## src/rtl/isa_pkg.sv

```systemverilog
// Shared ISA constants: word/address sizes, instruction field layout, sequencer states.
// Pure declarations, no logic; imported by the sequencer, its bench and the datapath.
package isa_pkg;

    localparam int IW    = 20;
    localparam int AW    = 5;
    localparam int DEPTH = 1 << AW;

    // Instruction word layout, MSB first: rr1 | rr2 | reg_we | alu_op | ram_addr | ram_we
    localparam int RR1_LSB      = 16;
    localparam int RR1_W        = 4;
    localparam int RR2_LSB      = 12;
    localparam int RR2_W        = 4;
    localparam int REG_WE_BIT   = 11;
    localparam int ALU_OP_LSB   = 8;
    localparam int ALU_OP_W     = 3;
    localparam int RAM_ADDR_LSB = 1;
    localparam int RAM_ADDR_W   = 7;
    localparam int RAM_WE_BIT   = 0;

    typedef enum logic [1:0] {
        IDLE = 2'd0,
        RUN  = 2'd1,
        DONE = 2'd2
    } seq_state_e;

endpackage

```

## src/rtl/instr_sequencer_if.sv

```systemverilog
// Issue bus from sequencer to datapath: offered word, its address, valid/ready.
// Master drives instr/instr_valid/pc; slave drives instr_ready.
interface instr_sequencer_if #(
    parameter int IW = isa_pkg::IW,
    parameter int AW = isa_pkg::AW
);
    import isa_pkg::*;

    logic [IW-1:0] instr;
    logic          instr_valid;
    logic          instr_ready;
    logic [AW-1:0] pc;

    modport master (output instr, output instr_valid, output pc, input instr_ready);
    modport slave  (input instr, input instr_valid, input pc, output instr_ready);

endinterface

```

## src/rtl/instr_mem.sv

```systemverilog
// Program store: DEPTH x IW array, synchronous write, asynchronous read.
// Read data is combinational from raddr; no backpressure.
module instr_mem #(
    parameter int IW    = 20,
    parameter int AW    = 5,
    parameter int DEPTH = 32
) (
    input  logic          clk,
    input  logic          we,
    input  logic [AW-1:0] waddr,
    input  logic [IW-1:0] wdata,
    input  logic [AW-1:0] raddr,
    output logic [IW-1:0] rdata
);

    logic [IW-1:0] mem_q [DEPTH];

    always_ff @(posedge clk) begin
        if (we) begin
            mem_q[waddr] <= wdata;
        end
    end

    assign rdata = mem_q[raddr];

endmodule

```

## src/rtl/instr_sequencer.sv

```systemverilog
// Issues program-store words 0..last_addr in order over valid/ready, then pulses done.
// First word valid 1 cycle after start; offered word held stable until accepted or halted.
module instr_sequencer #(
    parameter int IW    = isa_pkg::IW,
    parameter int AW    = isa_pkg::AW,
    parameter int DEPTH = isa_pkg::DEPTH
) (
    input  logic                      clk,
    input  logic                      rst,
    input  logic                      load_we,
    input  logic [AW-1:0]             load_addr,
    input  logic [IW-1:0]             load_data,
    input  logic                      start,
    input  logic [AW-1:0]             last_addr,
    input  logic                      halt,
    output logic                      busy,
    output logic                      done,
    instr_sequencer_if.master         bus
);
    import isa_pkg::*;

    seq_state_e    state_q, state_d;
    logic [AW-1:0] pc_q, pc_d;
    logic [AW-1:0] last_q, last_d;
    logic [IW-1:0] instr_q, instr_d;
    logic          vld_q, vld_d;
    logic          mem_we;
    logic          xfer;
    logic [AW-1:0] rd_addr;
    logic [IW-1:0] rd_data;

    // Prefetch address: word 0 when launching a run, otherwise the word after the one offered.
    assign rd_addr = (state_q == RUN) ? pc_q + AW'(1) : '0;

    instr_mem #(
        .IW    (IW),
        .AW    (AW),
        .DEPTH (DEPTH)
    ) u_mem (
        .clk   (clk),
        .we    (mem_we & ~rst),
        .waddr (load_addr),
        .wdata (load_data),
        .raddr (rd_addr),
        .rdata (rd_data)
    );

    always_comb begin
        state_d = state_q;
        pc_d    = pc_q;
        last_d  = last_q;
        instr_d = instr_q;
        vld_d   = vld_q;
        mem_we  = 1'b0;
        xfer    = vld_q & bus.instr_ready;
        case (state_q)
            IDLE: begin
                if (load_we) begin
                    mem_we = 1'b1;
                end else if (start) begin
                    state_d = RUN;
                    pc_d    = '0;
                    instr_d = rd_data;
                    vld_d   = 1'b1;
                    last_d  = last_addr;
                end
            end
            RUN: begin
                if (xfer) begin
                    if (pc_q == last_q) begin
                        vld_d   = 1'b0;
                        state_d = DONE;
                    end else begin
                        pc_d    = pc_q + AW'(1);
                        instr_d = rd_data;
                    end
                end
                // A coincident transfer still advances pc above; halt only drops valid.
                if (halt) begin
                    vld_d   = 1'b0;
                    state_d = IDLE;
                end
            end
            DONE: begin
                state_d = IDLE;
            end
            default: begin
                state_d = IDLE;
                vld_d   = 1'b0;
            end
        endcase
    end

    always_ff @(posedge clk) begin
        if (rst) begin
            state_q <= IDLE;
            pc_q    <= '0;
            last_q  <= '0;
            instr_q <= '0;
            vld_q   <= 1'b0;
        end else begin
            state_q <= state_d;
            pc_q    <= pc_d;
            last_q  <= last_d;
            instr_q <= instr_d;
            vld_q   <= vld_d;
        end
    end

    assign bus.instr       = instr_q;
    assign bus.instr_valid = vld_q;
    assign bus.pc          = pc_q;
    assign busy            = (state_q == RUN);
    assign done            = (state_q == DONE);

endmodule

```

## src/flat_wrapper.sv

```systemverilog
// flat-port wrapper written by rule: the top's interface ports become plain ports
module instr_sequencer_flat import isa_pkg::*;
#(
    parameter int IW    = isa_pkg::IW,
    parameter int AW    = isa_pkg::AW,
    parameter int DEPTH = isa_pkg::DEPTH
)
  (clk, rst, load_we, load_addr, load_data, start, last_addr, halt, busy, done, bus_instr, bus_instr_valid, bus_pc, bus_instr_ready);
  instr_sequencer_if #(.IW(IW), .AW(AW)) bus_i ();
  input  logic clk;
  input  logic rst;
  input  logic load_we;
  input  logic [AW-1:0] load_addr;
  input  logic [IW-1:0] load_data;
  input  logic start;
  input  logic [AW-1:0] last_addr;
  input  logic halt;
  output logic busy;
  output logic done;
  output wire logic [$bits(bus_i.instr)-1:0] bus_instr;
  output wire logic [$bits(bus_i.instr_valid)-1:0] bus_instr_valid;
  output wire logic [$bits(bus_i.pc)-1:0] bus_pc;
  input wire logic [$bits(bus_i.instr_ready)-1:0] bus_instr_ready;
  assign bus_instr = bus_i.instr;
  assign bus_instr_valid = bus_i.instr_valid;
  assign bus_pc = bus_i.pc;
  assign bus_i.instr_ready = bus_instr_ready;
  instr_sequencer #(.IW(IW), .AW(AW), .DEPTH(DEPTH)) u_core (.clk(clk), .rst(rst), .load_we(load_we), .load_addr(load_addr), .load_data(load_data), .start(start), .last_addr(last_addr), .halt(halt), .busy(busy), .done(done), .bus(bus_i));
endmodule
```

## config.mk

```make
export PLATFORM = sky130hd
export DESIGN_NAME = instr_sequencer_flat
export DESIGN_NICKNAME = d
export VERILOG_FILES = /design/src/rtl/isa_pkg.sv /design/src/rtl/instr_sequencer_if.sv /design/src/rtl/instr_mem.sv /design/src/rtl/instr_sequencer.sv /design/src/flat_wrapper.sv
export SDC_FILE = /design/constraint.sdc
export NUM_CORES = 1
export LEC_CHECK = 0
export ABC_AREA = 0
export CORE_AREA = 4 4 300 302
export DETAILED_ROUTE_END_ITERATION = 7
export DIE_AREA = 0 0 304 306
export SLEW_MARGIN = 20
export SYNTH_ARGS = -nofsm -noshare
export SYNTH_HDL_FRONTEND = slang
export SYNTH_SLANG_ARGS = --single-unit
```

## constraint.sdc

```tcl
create_clock -name clk -period 7.1 [get_ports clk]
set_input_delay 0.71 -clock clk [delete_from_list [all_inputs] [get_ports clk]]
set_output_delay 0.71 -clock clk [all_outputs]
set_load 0.02 [all_outputs]
```

==> results of run 1 <==
==> through the flow <==
stage                     hold WS [ps]  cell area, sq um  worst slack (ps)  util, %
after global placement             458             28200              3060     32.2
after CTS                          477             30200              2980     34.5
after global routing               493             30200              2790     34.4
after floorplan                    449             26100              4200        -
final                              474             30200              2970     34.4
after detailed placement           463             28200              3020     32.2
==> routing by layer <==
layer	global-route usage [%]	share of wire (%)
met1	21.1	45
met2	21.3	43
met3	3.25	8.7
met4	4.17	2.4
met5	0	0
==> path summary, 6_finish.rpt <==
check                                     start  slack (ps)                                to  cells after the start
setup / recovery  u_core.bus.pc[0]$_SDFFE_PP0P_        2970  u_core.bus.instr[9]$_SDFFE_PP0P_                      9
hold / removal    u_core.last_q[1]$_SDFFE_PP0P_         470     u_core.last_q[1]$_SDFFE_PP0P_                      2
setup reg to reg  u_core.bus.pc[0]$_SDFFE_PP0P_        2970  u_core.bus.instr[9]$_SDFFE_PP0P_                      9
hold reg to reg   u_core.last_q[1]$_SDFFE_PP0P_         470     u_core.last_q[1]$_SDFFE_PP0P_                      2
==> area by class of cell <==
cell class / instances / share of cell area, %
flip-flops and latches: 673 / 65.9
multi-input cells: 806 / 19.4
clock buffers: 99 / 6.12
well taps: 1165 / 4.83
repair buffers: 115 / 3.28
clock inverters: 21 / 0.468
inverters: 3 / 0.0373
diodes: 2 / 0.0166
==> sequential cells by signal, summed over array words and instances, names as in the netlist <==
signal and cells:
u_core.bus.instr 20, u_core.last_q 5, u_core.state_q 2, u_core.bus.pc 5, u_core.bus.instr_valid 1, u_core.u_mem.mem_q 640
==> cells by family (layout without fill, tap and decap cells) <==
logic type	count (synthesis)	in the layout
flip-flops	673	673
AND/OR/NAND/NOR	328	328
AO/OA/AOI/OAI	325	325
multiplexers	146	146
buffers and inverters	103	238
XOR/XNOR	6	6
adder cells (fa/ha/maj)	1	1
other	0	2
==> worst min-delay path, cell delays in order, from the launching register on <==
cell	delay (ps)
dfxtp_1	320
nand2_1	60
a21oi_1	50
==> cell usage after synthesis (3+ instances only) <==
master / n / area [sq um]
a221oi_1: 22 / 193
o22a_1: 3 / 26.3
o21ai_0: 5 / 25.0
nand3_1: 7 / 35.0
o22ai_1: 72 / 450
mux2i_1: 120 / 1200
buf_4: 3 / 22.5
nand2_1: 43 / 161
nand3b_1: 6 / 45.0
a222oi_1: 40 / 400
buf_1: 10 / 37.5
or2_0: 18 / 113
edfxtp_1: 640 / 19200
nor2b_1: 38 / 238
a221o_1: 92 / 921
mux2_2: 21 / 236
dfxtp_1: 33 / 661
nor3_1: 18 / 90.1
nor2_1: 172 / 646
a21oi_1: 52 / 260
nand2b_1: 3 / 18.8
o221ai_1: 19 / 166
clkbuf_1: 39 / 146
buf_2: 48 / 240
xnor2_1: 5 / 43.8
==> power breakdown <==
part,internal (mW),switching [mW]
Clock,1.81,1.44
Sequential,4.36,0.0189
Combinational,0.0872,0.178
Total,6.27,1.64
==> key figures, run 1 <==
Run status
  – Status: finished, final reports clean

Floorplanning
  – Die Y: 306 um
  – Rows: 109
  – Io pins: 64
  – Initial core utilization: 29.7%
  – Core area: 0.0877 sq mm
  – Die width: 304 um
  – Die area: 0.0930 sq mm

Detailed routing
  – Detailed Routing Iterations Pass 1: 7
  – Initial drt markers: 1990
  – Routed WL: 69.0 mm
  – Post-DRT Antenna Nets: 0
  – Via count: 15100
  – Wire per inst: 23.9 um
  – # DRC: 0
  – Vias per Instance: 5.25

Synth
  – Largest family of logic cells by synthesized area: compound AO/OA/AOI/OAI gates
  – YS warnings: 0
  – FF+latch count, synth: 673
  – Simple-gate share of the synthesized area: 5.95%
  – Async set-or-reset flop fraction in the synthesized netlist: 0%
  – Synth Area in Adders: 0.0480%
  – Mapped Nets: 1619
  – Main flop type after synthesis: edfxtp_1
  – Seq/Total Area, Yosys: 76.2%
  – Number of synthesized flops with an enable pin: 640
  – Mux cell area share after synthesis: 5.83%
  – Post-synthesis instance area: 0.0261 sq mm
  – Post-synthesis compound-gate area fraction: 10.0%
  – XOR/XNOR share of the synthesized area: 0.201%
  – Synth Area per Inst: 16.5 sq um
  – Synth cell types: 62
  – Synth Instances: 1582

Placed design
  – RePlAce Congestion: 0.787
  – Port bufs: 63
  – Hpwl dp: 37.0 mm
  – Placed instance count: 2762

Timing
  – Layout Skew: 22.5 ps
  – Max Freq: 0.242 GHz
  – Crit share post-route: 58.1%
  – Fin crit period: 4130 ps
  – Setup TNS: 0 ps
  – Final setup viols: 0
  – Final hold violation count: 0
  – Pins over their slew limit: 0
  – Slew @ Worst Pin: 1160 ps
  – RSZ-0062 raised after global routing: false
  – Max transition margin: 22.5%

Critical path
  – Worst setup EP type: flop
  – Max FO, Critical Path: 95
  – WS Path Type: reg -> reg
  – CP Cell Sequence: ha_1, buf_4, nand2b_1, nand2_4, buf_12, a221oi_1, o22ai_1, or2_0, a221o_1
  – Largest stage delay on the critical path: 860 ps
  – Worst path required time: 7590 ps
  – Startpoint types: flop
  – Slowest-stage cell, CP: dfxtp_4
  – Cell family with most CP delay: buffers and inverters
  – Worst Path Arrival: 4620 ps
  – Worst Path Buf+Inv: 2

Global route
  – Largest net degree at the start of global routing: 139
  – Total track usage: 14.4%
  – Overflow after GRT: 0
  – Number of global-route vias before repair: 15000
  – Initial antenna violation count: 5
  – First-pass GRT wire length: 101 mm

Pwr
  – Leakage: 9.08 nW
  – Pwr per Cell Area: 262 mW/mm^2
  – VDD IR max: 165 uV
  – Total design power: 7.90 mW

CTS
  – TritonCTS clock tree: done
  – Clock root buffer: clkbuf_16
  – Hold-fix buffers, CTS: 0
  – Number of setup buffers added after CTS: 0
  – CTS clk-pin slew, worst paths: 60 ps
  – TritonCTS Buffers: 66
  – Clock Tree Buf Depth: 3
  – Post-cts gate resize count: 0
  – Skew-Pair Late Insertion Delay: 600 ps
  – H-tree depth: 3
  – # clock sinks: 673

Min path
  – Hold WC Path Type: reg -> reg

Layout
  – Syn-to-layout area delta: 15.7%
  – Most common cell after layout, fill and taps aside: edfxtp_1
  – Most frequent cells in the layout: 640 x edfxtp_1, 140 x nor2_1, 120 x mux2i_1, 92 x a221o_1, 72 x o22ai_1
  – Multi-input logic area: 0.00585 sq mm
  – Cell Count, Final, Fillers Out: 2884
  – # fillers: 8254
  – Reg area: 0.0199 sq mm
  – Layout cells sized above 1: 12.8%
  – Nets: 1702

Flow run
  – MaxCap Viol Count: 0
(Power assumes the default switching activity.)
==> run 2: changes to the inputs <==
==> constraint.sdc (replaced) <==
create_clock -name clk -period 3.7 [get_ports clk]
set_input_delay 0.37 -clock clk [delete_from_list [all_inputs] [get_ports clk]]
set_output_delay 0.37 -clock clk [all_outputs]
set_load 0.02 [all_outputs]
==> run 2 against run 1 <==
Total power is 99% higher. Die area unchanged. Via count up 0.80%. Combinational power increased by 100%. Setup slack got worse by 2700 ps. Sequential power rose by 92%. Critical path depth decreased by 5. Hold slack worse by 170 ps. Largest power group unchanged.
==> key figures, run 2 (synthesized netlist as in run 1, its figures left out) <==
Run status
  – Status: finished, final reports clean

Layout
  – Most common cell after layout, fill and taps aside: edfxtp_1
  – Syn-to-layout area delta: 17.2%
  – # fillers: 8154 (-1.2%)
  – Most frequent cells in the layout: 640 x edfxtp_1, 140 x nor2_1, 120 x mux2i_1, 92 x a221o_1, 72 x o22ai_1
  – Cell Count, Final, Fillers Out: 2898 (+0.49%)
  – Nets: 1719 (+1.0%)
  – Largest register FFs: 640 (unchanged)
  – Final core occ: 34.9% (+0.44 points)
  – Layout cells sized above 1: 14.3% (+1.4 points)
  – Biggest register: u_core.u_mem.mem_q

Critical path
  – Max FO, Critical Path: 52 (-45%)
  – CP Cell Sequence: nand2b_1, inv_2, buf_4, clkdlybuf4s50_1
  – Worst path required time: 3330 ps (-4260 ps)
  – Worst Path Arrival: 3020 ps (-1600 ps)
  – Worst Path Buf+Inv: 3 (+1)
  – Startpoint types: flop
  – WS Path Type: reg -> out
  – Largest stage delay on the critical path: 800 ps (-60 ps)
  – Slowest-stage cell, CP: clkdlybuf4s50_1
  – Worst setup EP type: output pin
  – Cell family with most CP delay: buffers and inverters

Timing
  – Final setup viols: 0 (unchanged)
  – Layout Skew: 25.0 ps (+2.43 ps)
  – RSZ-0062 raised after global routing: false
  – Final hold violation count: 0 (unchanged)
  – Pins over their slew limit: 0 (unchanged)
  – Fin crit period: 3390 ps
  – Setup TNS: 0 ps (unchanged)
  – Crit share post-route: 91.6%
  – Slew @ Worst Pin: 1120 ps (-41.7 ps)
  – Final worst slack: 312 ps (-2660 ps)
  – Max transition margin: 25.2% (+2.7 points)
  – Max Freq: 0.295 GHz

Detailed routing
  – # DRC: 0 (unchanged)
  – Via count: 15200 (+0.80%)
  – Post-DRT Antenna Nets: 0 (unchanged)
  – Initial drt markers: 1797 (-9.7%)
  – Wire per inst: 23.9 um (-0.19%)
  – Detailed Routing Iterations Pass 1: 6 (-1)
  – Vias per Instance: 5.26 (+0.31%)
  – Routed WL: 69.2 mm (+0.30%)

Pwr
  – Pwr per Cell Area: 513 mW/mm^2 (+96%)
  – Internal power: 12.5 mW (+99%)
  – VDD IR max: 272 uV (+65%)
  – Sw Ratio: 20.3% (-0.37 points)
  – Comb power frac: 3.4% (about the same)
  – Leakage: 9.30 nW (+2.4%)
  – Sequential power share: 53.6% (-1.9 points)
  – P_sw: 3.19 mW (+95%)
  – Clk pwr share: 43.0% (+1.8 points)

CTS
  – Hold-fix buffers, CTS: 0 (unchanged)
  – Number of setup buffers added after CTS: 0 (unchanged)
  – H-tree depth: 3 (unchanged)
  – # clock sinks: 673 (unchanged)
  – Skew-Pair Late Insertion Delay: 600 ps (about the same)
  – Clock root buffer: clkbuf_16
  – TritonCTS clock tree: done
  – CTS clk-pin slew, worst paths: 60 ps (about the same)
  – TritonCTS Buffers: 66 (unchanged)
  – Post-cts gate resize count: 0 (unchanged)
  – Clock Tree Buf Depth: 3 (unchanged)

Global route
  – Initial antenna violation count: 3 (-2)
  – First-pass GRT wire length: 101 mm (+0.73%)
  – Overflow after GRT: 0 (unchanged)
  – Largest net degree at the start of global routing: 126 (-9.4%)
  – Total track usage: 14.4% (+0.088 points)
  – Number of global-route vias before repair: 15100 (+0.71%)

Floorplanning
  – Core area: 0.0877 sq mm (unchanged)
  – Die Y: 306 um (unchanged)
  – Die width: 304 um (unchanged)
  – Io pins: 64 (unchanged)
  – Initial core utilization: 29.7% (unchanged)
  – Rows: 109 (unchanged)
  – Die area: 0.0930 sq mm (unchanged)

Min path
  – Hold WC Path Type: in -> reg

Placed design
  – Hpwl dp: 39.3 mm (+6.3%)
  – Port bufs: 63 (unchanged)
  – RePlAce Congestion: 0.807 (+2.4%)
  – Placed instance count: 2779 (+0.62%)
  – Pre-CTS setup slack: 754 ps (-2260 ps)

Flow run
  – MaxCap Viol Count: 0 (unchanged)
## run 2: changes by cell type in the layout (fill, tap and decap cells not counted), moves of 2 or more
cell / delta
bufinv_16: +7
buf_12: +8
buf_4: +9
buf_2: +2
clkinv_2: +2
clkbuf_1: -11
clkdlybuf4s50_1: -2
## run 2: per-layer routing
| metal | vias to the layer above | GRT usage [%] | wire length (um) | part of all wire (%) |
|---|---|---|---|---|
| li1 | 6597 | - | - | - |
| met1 | 7883 | 20.2 | 30400 | 44 |
| met2 | 664 | 21.9 | 30900 | 45 |
| met3 | 102 | 4.33 | 6350 | 9.2 |
| met4 | 2 | 3.94 | 1580 | 2.3 |
| met5 | - | 0 | 12 | 0.017 |
## run 2: stage by stage
stage               total power [mW]  cell area [sq um]  hold WS [ps]
floorplan                       8.80              26100           449
global placement                9.10              28500           461
detailed placement              9.11              28500           467
CTS                             15.8              30600           305
global route                    16.2              30600           302
finish                          15.7              30600           305
## run 2: power by group through the flow
stage / logic, mW / registers (mW) / clock network, mW
floorplan: 0.228 / 8.57 / 0
global placement: 0.526 / 8.57 / 0
detailed placement: 0.536 / 8.57 / 0
CTS: 0.538 / 8.41 / 6.86
global route: 0.569 / 8.41 / 7.19
finish: 0.529 / 8.41 / 6.75
## run 2: area by class of cell
cell class | instances | area, sq um | area share, %
timing repair buffer | 132 | 1210 | 3.95
tap | 1165 | 1460 | 4.77
clock buffer | 88 | 1810 | 5.91
clock inverter | 30 | 360 | 1.18
multi-input combinational | 806 | 5850 | 19.1
sequential | 673 | 19900 | 65.0
inverter | 3 | 11.3 | 0.0368
antenna | 1 | 2.50 | 0.00818
## run 2: worst paths after layout
| path | slack (ps) | end | start | cells after the start |
|---|---|---|---|---|
| setup / recovery | 310 | busy | u_core.state_q[0]$_SDFFE_PP0P_ | 4 |
| hold / removal | 310 | u_core.u_mem.mem_q[14][16]$_DFFE_PP_ | load_data[16] | 1 |
| setup reg to reg | 670 | u_core.bus.instr[19]$_SDFFE_PP0P_ | u_core.bus.pc[0]$_SDFFE_PP0P_ | 8 |
| hold reg to reg | 480 | u_core.last_q[4]$_SDFFE_PP0P_ | u_core.last_q[4]$_SDFFE_PP0P_ | 2 |
==> run 3: changes to the inputs <==
==> constraint.sdc (replaced) <==
create_clock -name clk -period 3.3 [get_ports clk]
set_input_delay 0.33 -clock clk [delete_from_list [all_inputs] [get_ports clk]]
set_output_delay 0.33 -clock clk [all_outputs]
set_load 0.02 [all_outputs]
==> run 3 against run 2 <==
Global-route usage is 0.13 points higher. First-iteration DRC count up 5.3%. Highest routed layer unchanged. Critical path depth grew 4. Largest cell class unchanged.
==> key figures, run 3 (synthesized netlist as in run 1, its figures left out) <==
Timing
  – Final setup viols: 0 (unchanged)
  – Fin crit period: 3090 ps
  – Slew @ Worst Pin: 1170 ps (+48.7 ps)
  – Pins over their slew limit: 0 (unchanged)
  – Setup TNS: 0 ps (unchanged)
  – Final hold violation count: 0 (unchanged)
  – Worst hold slack: 259 ps (-46.2 ps)
  – Final worst slack: 212 ps (-100 ps)
  – Crit share post-route: 93.6%
  – Layout Skew: 28.2 ps (+3.30 ps)
  – RSZ-0062 raised after global routing: false
  – Max Freq: 0.324 GHz
  – Max transition margin: 22.0% (-3.2 points)

Global route
  – Initial antenna violation count: 8 (+5)
  – Number of global-route vias before repair: 15000 (-0.75%)
  – Largest net degree at the start of global routing: 126 (unchanged)
  – Overflow after GRT: 0 (unchanged)
  – First-pass GRT wire length: 102 mm (+0.39%)
  – Total track usage: 14.6% (+0.13 points)

CTS
  – TritonCTS clock tree: done
  – Number of setup buffers added after CTS: 0 (unchanged)
  – TritonCTS Buffers: 67 (+1.5%)
  – # clock sinks: 673 (unchanged)
  – Clock Tree Buf Depth: 3 (unchanged)
  – CTS clk-pin slew, worst paths: 60 ps (about the same)
  – Hold-fix buffers, CTS: 0 (unchanged)
  – Clock root buffer: clkbuf_16
  – Post-cts gate resize count: 0 (unchanged)
  – H-tree depth: 3 (unchanged)
  – Skew-Pair Late Insertion Delay: 610 ps (about the same)

Placed design
  – RePlAce Congestion: 0.779 (-3.4%)
  – Port bufs: 63 (unchanged)
  – Hpwl dp: 40.2 mm (+2.3%)
  – Pre-CTS setup slack: 257 ps (-498 ps)
  – Placed instance count: 2794 (+0.54%)

Floorplanning
  – Die width: 304 um (unchanged)
  – Initial core utilization: 29.7% (unchanged)
  – Die Y: 306 um (unchanged)
  – Io pins: 64 (unchanged)
  – Rows: 109 (unchanged)
  – Core area: 0.0877 sq mm (unchanged)
  – Die area: 0.0930 sq mm (unchanged)

Pwr
  – Sequential power share: 54.1% (+0.5 points)
  – Comb power frac: 3.5% (about the same)
  – P_sw: 3.59 mW (+13%)
  – Pwr per Cell Area: 567 mW/mm^2 (+11%)
  – Internal power: 13.8 mW (+11%)
  – Sw Ratio: 20.6% (+0.31 points)
  – VDD IR max: 322 uV (+18%)
  – Total design power: 17.4 mW (+11%)
  – Leakage: 9.35 nW (+0.54%)
  – Clk pwr share: 42.4% (-0.6 points)

Layout
  – Most common cell after layout, fill and taps aside: edfxtp_1
  – Reg area: 0.0199 sq mm (unchanged)
  – Syn-to-layout area delta: 17.7%
  – Layout cells sized above 1: 14.5% (+0.25 points)
  – # fillers: 8207 (+0.65%)
  – Multi-input logic area: 0.00585 sq mm (unchanged)
  – Cell Count, Final, Fillers Out: 2918 (+0.69%)
  – Nets: 1735 (+0.93%)
  – Most frequent cells in the layout: 640 x edfxtp_1, 140 x nor2_1, 120 x mux2i_1, 92 x a221o_1
  – Biggest register: u_core.u_mem.mem_q
  – Largest register FFs: 640 (unchanged)

Critical path
  – Worst setup EP type: flop
  – Max FO, Critical Path: 18 (-65%)
  – Startpoint types: flop
  – Worst path required time: 3780 ps (+450 ps)
  – WS Path Type: reg -> reg
  – Worst Path Arrival: 3560 ps (+540 ps)

Detailed routing
  – Detailed Routing Iterations Pass 1: 7 (+1)
  – Via count: 15400 (+0.83%)
  – # DRC: 0 (unchanged)
  – Vias per Instance: 5.27 (+0.14%)
  – Initial drt markers: 1892 (+5.3%)
  – Wire per inst: 24.0 um (+0.25%)
  – Post-DRT Antenna Nets: 0 (unchanged)
  – Routed WL: 69.9 mm (+0.94%)

Run status
  – Status: finished, final reports clean

Min path
  – Hold WC Path Type: in -> reg

Flow run
  – MaxCap Viol Count: 0 (unchanged)
run 3: critical path, cell delays in order (launching register included):
cell     delay [ps]
dfxtp_4         410
ha_1            250
xor2_1          180
and2_1          340
nand2_2         500
buf_4           440
o22ai_1         110
or2_0           350
a221o_1         370
run 3: power groups by stage:
stage,Sequential [mW],Combinational (mW),Clock [mW]
floorplan,9.61,0.256,0
global placement,9.61,0.593,0
detailed placement,9.61,0.607,0
CTS,9.42,0.610,7.51
global route,9.42,0.648,7.86
finish,9.42,0.605,7.38
run 3: area by class of cell:
cell class | instances | area share (%)
diodes | 2 | 0.0163
clock buffers | 92 | 6.07
clock inverters | 30 | 0.815
inverters | 3 | 0.0367
multi-input cells | 806 | 19.0
flip-flops and latches | 673 | 64.8
well taps | 1165 | 4.75
repair buffers | 147 | 4.51
run 3: final timing paths:
kind | slack, ps | from | end | cells after the start
max reg2reg | 210 | u_core.bus.pc[0]$_SDFFE_PP0P_ | u_core.bus.instr[13]$_SDFFE_PP0P_ | 8
max | 210 | u_core.bus.pc[0]$_SDFFE_PP0P_ | u_core.bus.instr[13]$_SDFFE_PP0P_ | 8
min reg2reg | 480 | u_core.last_q[1]$_SDFFE_PP0P_ | u_core.last_q[1]$_SDFFE_PP0P_ | 2
min | 260 | load_data[12] | u_core.u_mem.mem_q[9][12]$_DFFE_PP_ | 1
run 3: stage by stage:
stage / utilization [%] / instance area [sq um]
2_1_floorplan: - / 26100
3_3_place_gp: 32.6 / 28600
3_5_place_dp: 32.6 / 28600
4_1_cts: 35.0 / 30700
5_1_grt: 35.0 / 30700
6_report: 35.0 / 30700
run 3: routing by layer:
metal / track usage [%] / vias up / part of all wire (%)
met5: 0 / - / 0.059
met4: 3.71 / 6 / 2.2
met3: 3.62 / 103 / 9.0
met2: 21.9 / 723 / 44
met1: 21.2 / 7909 / 45
li1: - / 6634 / -
